--- src/rtl/shiftreg_rx.sv ---
// Serial configuration-frame receiver: deserialises DYN then STAT words, commits on LATCH, flags framing errors.
// Optional SHIFTREG_RX_PARITY_EN appends an even-parity bit to each frame.
module shiftreg_rx #(
   parameter int DYN_W  = 16,
   parameter int STAT_W = 88,
   localparam int TOTAL = DYN_W + STAT_W,
   localparam int CNT_W = $clog2(TOTAL + 2)
) (
   input  logic              CLK,
   input  logic              RST_N,
   input  logic              FRAME_START,
   input  logic              SDI,
   input  logic              SDI_VALID,
   input  logic              LATCH,
   input  logic              ERR_CLR,
   output logic [DYN_W-1:0]  DYNLATCH_RX,
   output logic [STAT_W-1:0] STATLATCH_RX,
   output logic              FRAME_DONE,
   output logic              FRAME_ERR,
   output logic              BUSY,
   output logic [CNT_W-1:0]  BIT_CNT
);

`ifdef SHIFTREG_RX_PARITY_EN
   localparam int FLEN = TOTAL + 1;
`else
   localparam int FLEN = TOTAL;
`endif

   typedef enum logic [1:0] {IDLE, SHIFT, FULL} state_t;

   state_t          state, state_d;
   logic [FLEN-1:0] sreg;
   logic            clr, shift, commit, err_set, par_ok;

`ifdef SHIFTREG_RX_PARITY_EN
   assign par_ok = ~^sreg;
`else
   assign par_ok = 1'b1;
`endif

   always_comb begin
      state_d = state;
      clr     = 1'b0;
      shift   = 1'b0;
      commit  = 1'b0;
      err_set = 1'b0;
      case (state)
         IDLE: begin
            if (FRAME_START) begin
               state_d = SHIFT;
               clr     = 1'b1;
            end
         end
         SHIFT: begin
            if (FRAME_START) begin
               err_set = 1'b1;
               clr     = 1'b1;
            end else if (LATCH) begin
               err_set = 1'b1;
               state_d = IDLE;
            end else if (SDI_VALID) begin
               shift = 1'b1;
               if (BIT_CNT == CNT_W'(FLEN - 1)) state_d = FULL;
            end
         end
         FULL: begin
            // LATCH outranks both overrun and restart; a simultaneous FRAME_START chains the next frame
            if (LATCH) begin
               commit  = par_ok;
               err_set = ~par_ok;
               if (FRAME_START) begin
                  state_d = SHIFT;
                  clr     = 1'b1;
               end else begin
                  state_d = IDLE;
               end
            end else if (FRAME_START) begin
               err_set = 1'b1;
               clr     = 1'b1;
               state_d = SHIFT;
            end else if (SDI_VALID) begin
               err_set = 1'b1;
               state_d = IDLE;
            end
         end
         default: state_d = IDLE;
      endcase
   end

   always_ff @(posedge CLK or negedge RST_N) begin
      if (!RST_N) begin
         state        <= IDLE;
         sreg         <= '0;
         BIT_CNT      <= '0;
         DYNLATCH_RX  <= '0;
         STATLATCH_RX <= '0;
         FRAME_DONE   <= 1'b0;
         FRAME_ERR    <= 1'b0;
         BUSY         <= 1'b0;
      end else begin
         state      <= state_d;
         BUSY       <= (state_d != IDLE);
         FRAME_DONE <= commit;
         if (clr) begin
            sreg    <= '0;
            BIT_CNT <= '0;
         end else if (shift) begin
            sreg    <= {sreg[FLEN-2:0], SDI};
            BIT_CNT <= BIT_CNT + CNT_W'(1);
         end
         // parity bit, when present, sits in sreg[0] below the data
         if (commit) begin
            DYNLATCH_RX  <= sreg[FLEN-1 -: DYN_W];
            STATLATCH_RX <= sreg[FLEN-DYN_W-1 -: STAT_W];
         end
         if (err_set)      FRAME_ERR <= 1'b1;
         else if (ERR_CLR) FRAME_ERR <= 1'b0;
      end
   end

endmodule

--- config.mk ---
export PLATFORM = sky130hd
export DESIGN_NAME = shiftreg_rx
export DESIGN_NICKNAME = d
export VERILOG_FILES = /design/src/rtl/shiftreg_rx.sv
export SDC_FILE = /design/constraint.sdc
export NUM_CORES = 1
export LEC_CHECK = 0
export ABC_AREA = 1
export BUFFER_PORTS_ARGS = -buffer_cell sky130_fd_sc_hd__clkbuf_2
export CORE_ASPECT_RATIO = 2
export CORE_MARGIN = 1.5
export CORE_UTILIZATION = 46
export DETAILED_ROUTE_END_ITERATION = 12
export GPL_TIMING_DRIVEN = 0
export PLACE_DENSITY = 0.79
export SYNTH_ARGS = -nofsm -noshare
export SYNTH_HDL_FRONTEND = slang
export SYNTH_SLANG_ARGS = --single-unit
--- constraint.sdc ---
create_clock -name CLK -period 1.5 [get_ports CLK]
set_clock_uncertainty 0.1 [all_clocks]
set_input_delay 0.3 -clock CLK [delete_from_list [all_inputs] [get_ports CLK]]
set_output_delay 0.3 -clock CLK [all_outputs]
set_load 0.05 [all_outputs]
==> summary.md <==
| Metric | Value |
|---|---|
| 1st-pass router iterations | `5` |
| # DRC | `0` |
| Wirelength, routed | `roughly 22000 microns` |
| Grt total ovfl | `0` |
| Post-route cell area | `approximately 12000 sq um` |
| Fraction of layout cells with a size suffix above 1 | `between 30% and 40%` |
| Post-DRT Antenna Nets | `0` |
| Slew margin rel. | `about two fifths` |
| Number of DRC markers in iteration 0 | `~330` |
| Clock Power Share | `around 40%` |
| Synth Net Count | `between 900 and 1k` |
| Slew @ Worst Pin | `roughly 0.88 ns` |
| Fillers | `1378` |
| Area grow syn2layout | `37.4%` |
| RSZ-0062 raised after global routing | `true` |
| Met2 WL | `between 10000 and 15000 microns` |
| Max Fclk | `574 MHz` |
| Fin worst setup slack | `-0.241 ns` |
| Logic pwr share | `between 8 and 9%` |
| Crit end category | `register` |
| Die area | `slightly below 20000 sq um` |
| Synthesis Warnings | `0` |
| Pwr dens | `between 900 and 1000 nW/um^2` |
| RD Place Congestion | `0.790` |
| Post-synthesis sequential area ratio | `a little under two thirds` |
| Vias | `a little under 7k` |
| CP cell instances | `inv_2 -> ha_4 -> nand2_4 -> nor2_4 -> clkinv_4 -> nand2_8 -> buf_12 -> clkbuf_16 -> o21ai_2` |
| Startpoint Class | `register` |
| Io pins | `121` |
| Syn Inst Count | `890` |
| Final nets | `between 1k and 1.5k` |
| Antenna violations before repair | `0` |
| Final Hold Vio Count | `between 100 and 150` |
| Internal | `roughly 9 mW` |
| Outcome | `finished, violations left` |
| Die height | `196 microns` |
| H-tree Lvls | `1` |
| Die width | `between 90 and 100 microns` |
| Vias in the first global route | `6685` |
| Register bit total from synthesis | `220` |
| Max Used Layer | `met4` |
| Violated checks | `negative hold slack, negative setup slack` |
| Worst-path maximum fanout | `7` |
| # hold bufs at CTS | `2` |
| Number of CTS-inserted buffers | `19` |
| Max-cap violations | `0` |
| Syn_area_per_cell | `9.67 sq um` |
| # port buffers | `between 100 and 150` |
| Post-Syn Area | `approximately 8600 sq um` |
| TritonCTS clock tree | `done` |
| Initial core utilization | `approximately 47%` |
| Worst hold slack | `-0.243 ns` |
| Tot GR Track Use | `20.5%` |
| WP data arrival | `2.02 ns` |
| Final Critical Period | `around 1.7 ns` |
| Wl on met1 | `between 8000 and 9000 microns` |
| Post-synth top area share | `64.0%` |
| Worst VDD drop | `about 1.2 mV` |
| Post-place setup slack | `-0.438 ns` |
| Largest net degree at the start of global routing | `~120` |
| Final setup fails | `roughly 330` |
| TritonCTS Sinks | `220` |
| Met3 Wirelength | `between 700 and 800 microns` |
| Worst path slowest cell | `dfrtp_1` |
| First-pass GRT wire length | `roughly 32000 microns` |
| Post-synth cell types | `21` |
| Fin crit share | `116%` |
| Part of the power in registers | `51.1%` |
| Dominant cell type by area after synthesis | `dfrtp_1` |
| Clock transition at path regs | `0.07 ns` |
| Total core area | `~18000 sq um` |
| Slew Limit Fails | `0` |
| NetSw | `about 2.8 mW` |
| Std cell rows | `70` |
| DP HPWL | `approximately 13000 microns` |
| Critical Path RT | `about 1.8 ns` |
| Pleak | `around 5.5 nW` |
| Buffer and inverter count on the worst path | `4` |
| Clock Path Buffers | `3` |
| Root Driver | `clkbuf_16` |
| Placed instance area | `between 9000 and 10000 sq um` |
| WS Path Type | `register to register` |
| Cell family with the largest share of critical-path delay | `buffers and inverters` |
| Mean routed wirelength per cell | `between 15 and 20 microns` |
| Switching Fraction | `24.0%` |
| CP peak stage delay | `~0.44 ns` |
| Top post-synthesis cells by area | `dfrtp_1 64%, o21ai_0 12%, nand3_1 6.3%` |
| Vias per Instance | `~5.3` |
| Clock Latency Late Sink | `around 0.49 ns` |
| # diodes | `0` |
| Hold WC Path Type | `input port to async pin` |
[cell usage in the layout, fill, tap and decap left out, types with 3 or more instances in the layout]
| cell | Yosys | final |
|---|---|---|
| dfrtp_1 | 220 | 214 |
| inv_1 | 125 | 121 |
| nand3_1 | 109 | 109 |
| clkbuf_2 | 0 | 109 |
| o21ai_0 | 202 | 87 |
| nand2_1 | 135 | 69 |
| o21ai_1 | 13 | 65 |
| o21ai_2 | 0 | 63 |
| nand2_4 | 1 | 37 |
| clkbuf_16 | 0 | 35 |
| nand2_2 | 1 | 30 |
| buf_4 | 1 | 26 |
| buf_6 | 7 | 25 |
| buf_8 | 0 | 16 |
| nor2_1 | 9 | 7 |
| dfrtp_2 | 0 | 6 |
| clkbuf_4 | 0 | 6 |
| buf_2 | 33 | 5 |
| buf_12 | 0 | 5 |
| clkbuf_1 | 17 | 5 |
| clkbuf_8 | 0 | 5 |
| a21oi_1 | 5 | 4 |
| inv_2 | 1 | 3 |
| buf_16 | 0 | 3 |
[cell usage after synthesis (all sizes together)]
cell / instances
nand4: 2
ha: 5
clkbuf: 17
nand2: 137
a21oi: 5
buf: 41
nor2: 10
dfrtp: 220
nand3: 109
o31ai: 1
nand3b: 1
inv: 126
o21a: 1
o21ai: 215
[area by class of cell]
type                            count  area, sq um  share of cell area [%]
Inverter                          126          480                    4.06
Sequential cell                   220         5510                    46.6
Tap cell                          216          270                    2.29
Clock buffer                       26          522                    4.41
Timing Repair Buffer              162         1390                    11.7
Clock inverter                      5         58.8                   0.497
Buffer                             55          621                    5.25
Multi-Input combinational cell    487         2970                    25.1
[logic make-up (layout without fill, tap and decap cells)]
logic type	count (synthesis)	in the layout	share of synthesized area (%)
AND/OR/NAND/NOR	259	260	13.2
AO/OA/AOI/OAI	222	222	13.0
flip-flops	220	220	64.0
buffers and inverters	184	374	9.16
adder cells (fa/ha/maj)	5	5	0.727
[per-stage QoR]
step / instances / utilization (%) / hold slack (ns) / setup TNS (ns) / power (mW)
after floorplan: 890 / - / -0.0956 / -2.60 / 6.57
after global placement: 1226 / 51.9 / 0.366 / -952.89 / 6.83
after detailed placement: 1227 / 52.1 / 0.345 / -80.13 / 6.86
after CTS: 1276 / 57.8 / -0.187 / -35.40 / 11.8
after global routing: 1297 / 64.6 / -0.158 / -49.33 / 12.2
final: 1297 / 64.6 / -0.243 / -34.81 / 11.8
[flip-flops by register name (all words and copies together), names as in the netlist]
signal / flops
BUSY: 1
state: 2
BIT_CNT: 7
sreg: 104
FRAME_DONE: 1
FRAME_ERR: 1
DYNLATCH_RX: 16
STATLATCH_RX: 88
[per-layer routing]
layer | global-route usage, % | up-vias
met3 | 2.38 | 42
met5 | 0 | -
li1 | - | 3250
met2 | 37.7 | 157
met1 | 24.4 | 3421
met4 | 7.04 | 0
[worst reg2reg max path, cell delays in order, from the launching register on]
cell and delay [ns]:
dfrtp_1 0.44, inv_2 0.10, ha_4 0.15, nand2_4 0.07, nor2_4 0.17, clkinv_4 0.13
nand2_8 0.12, buf_12 0.15, clkbuf_16 0.15, o21ai_2 0.05
[power by group through the flow]
stage / clock (mW) / sequential, mW / combinational [mW]
final: 4.74 / 6.02 / 1.03
after global routing: 5.05 / 6.02 / 1.12
after CTS: 4.83 / 6.02 / 0.923
after detailed placement: 0 / 6.12 / 0.737
after global placement: 0 / 6.12 / 0.705
after floorplan: 0 / 6.22 / 0.347
[repair_timing]
action,4_1_cts,5_1_grt
endpoints found under the setup margin,330,333
resized for setup,119,345
pin swaps,3,8
endpoints found under the hold margin,106,104
buffers inserted,10,8
cloned,6,17
[final timing paths]
path                       depth (start not counted)             start                to  slack, ns
max                                                9          state[1]          sreg[78]      -0.24
min                                                1             RST_N          sreg[97]      -0.24
max reg2reg                                        9          state[1]          sreg[78]      -0.24
min reg2reg                                        2  STATLATCH_RX[70]  STATLATCH_RX[70]       0.39
max in group asynchronous                          2             RST_N          sreg[41]       0.50
min in group CLK                                   5       FRAME_START         FRAME_ERR       0.15
(Power assumes the default switching activity.)
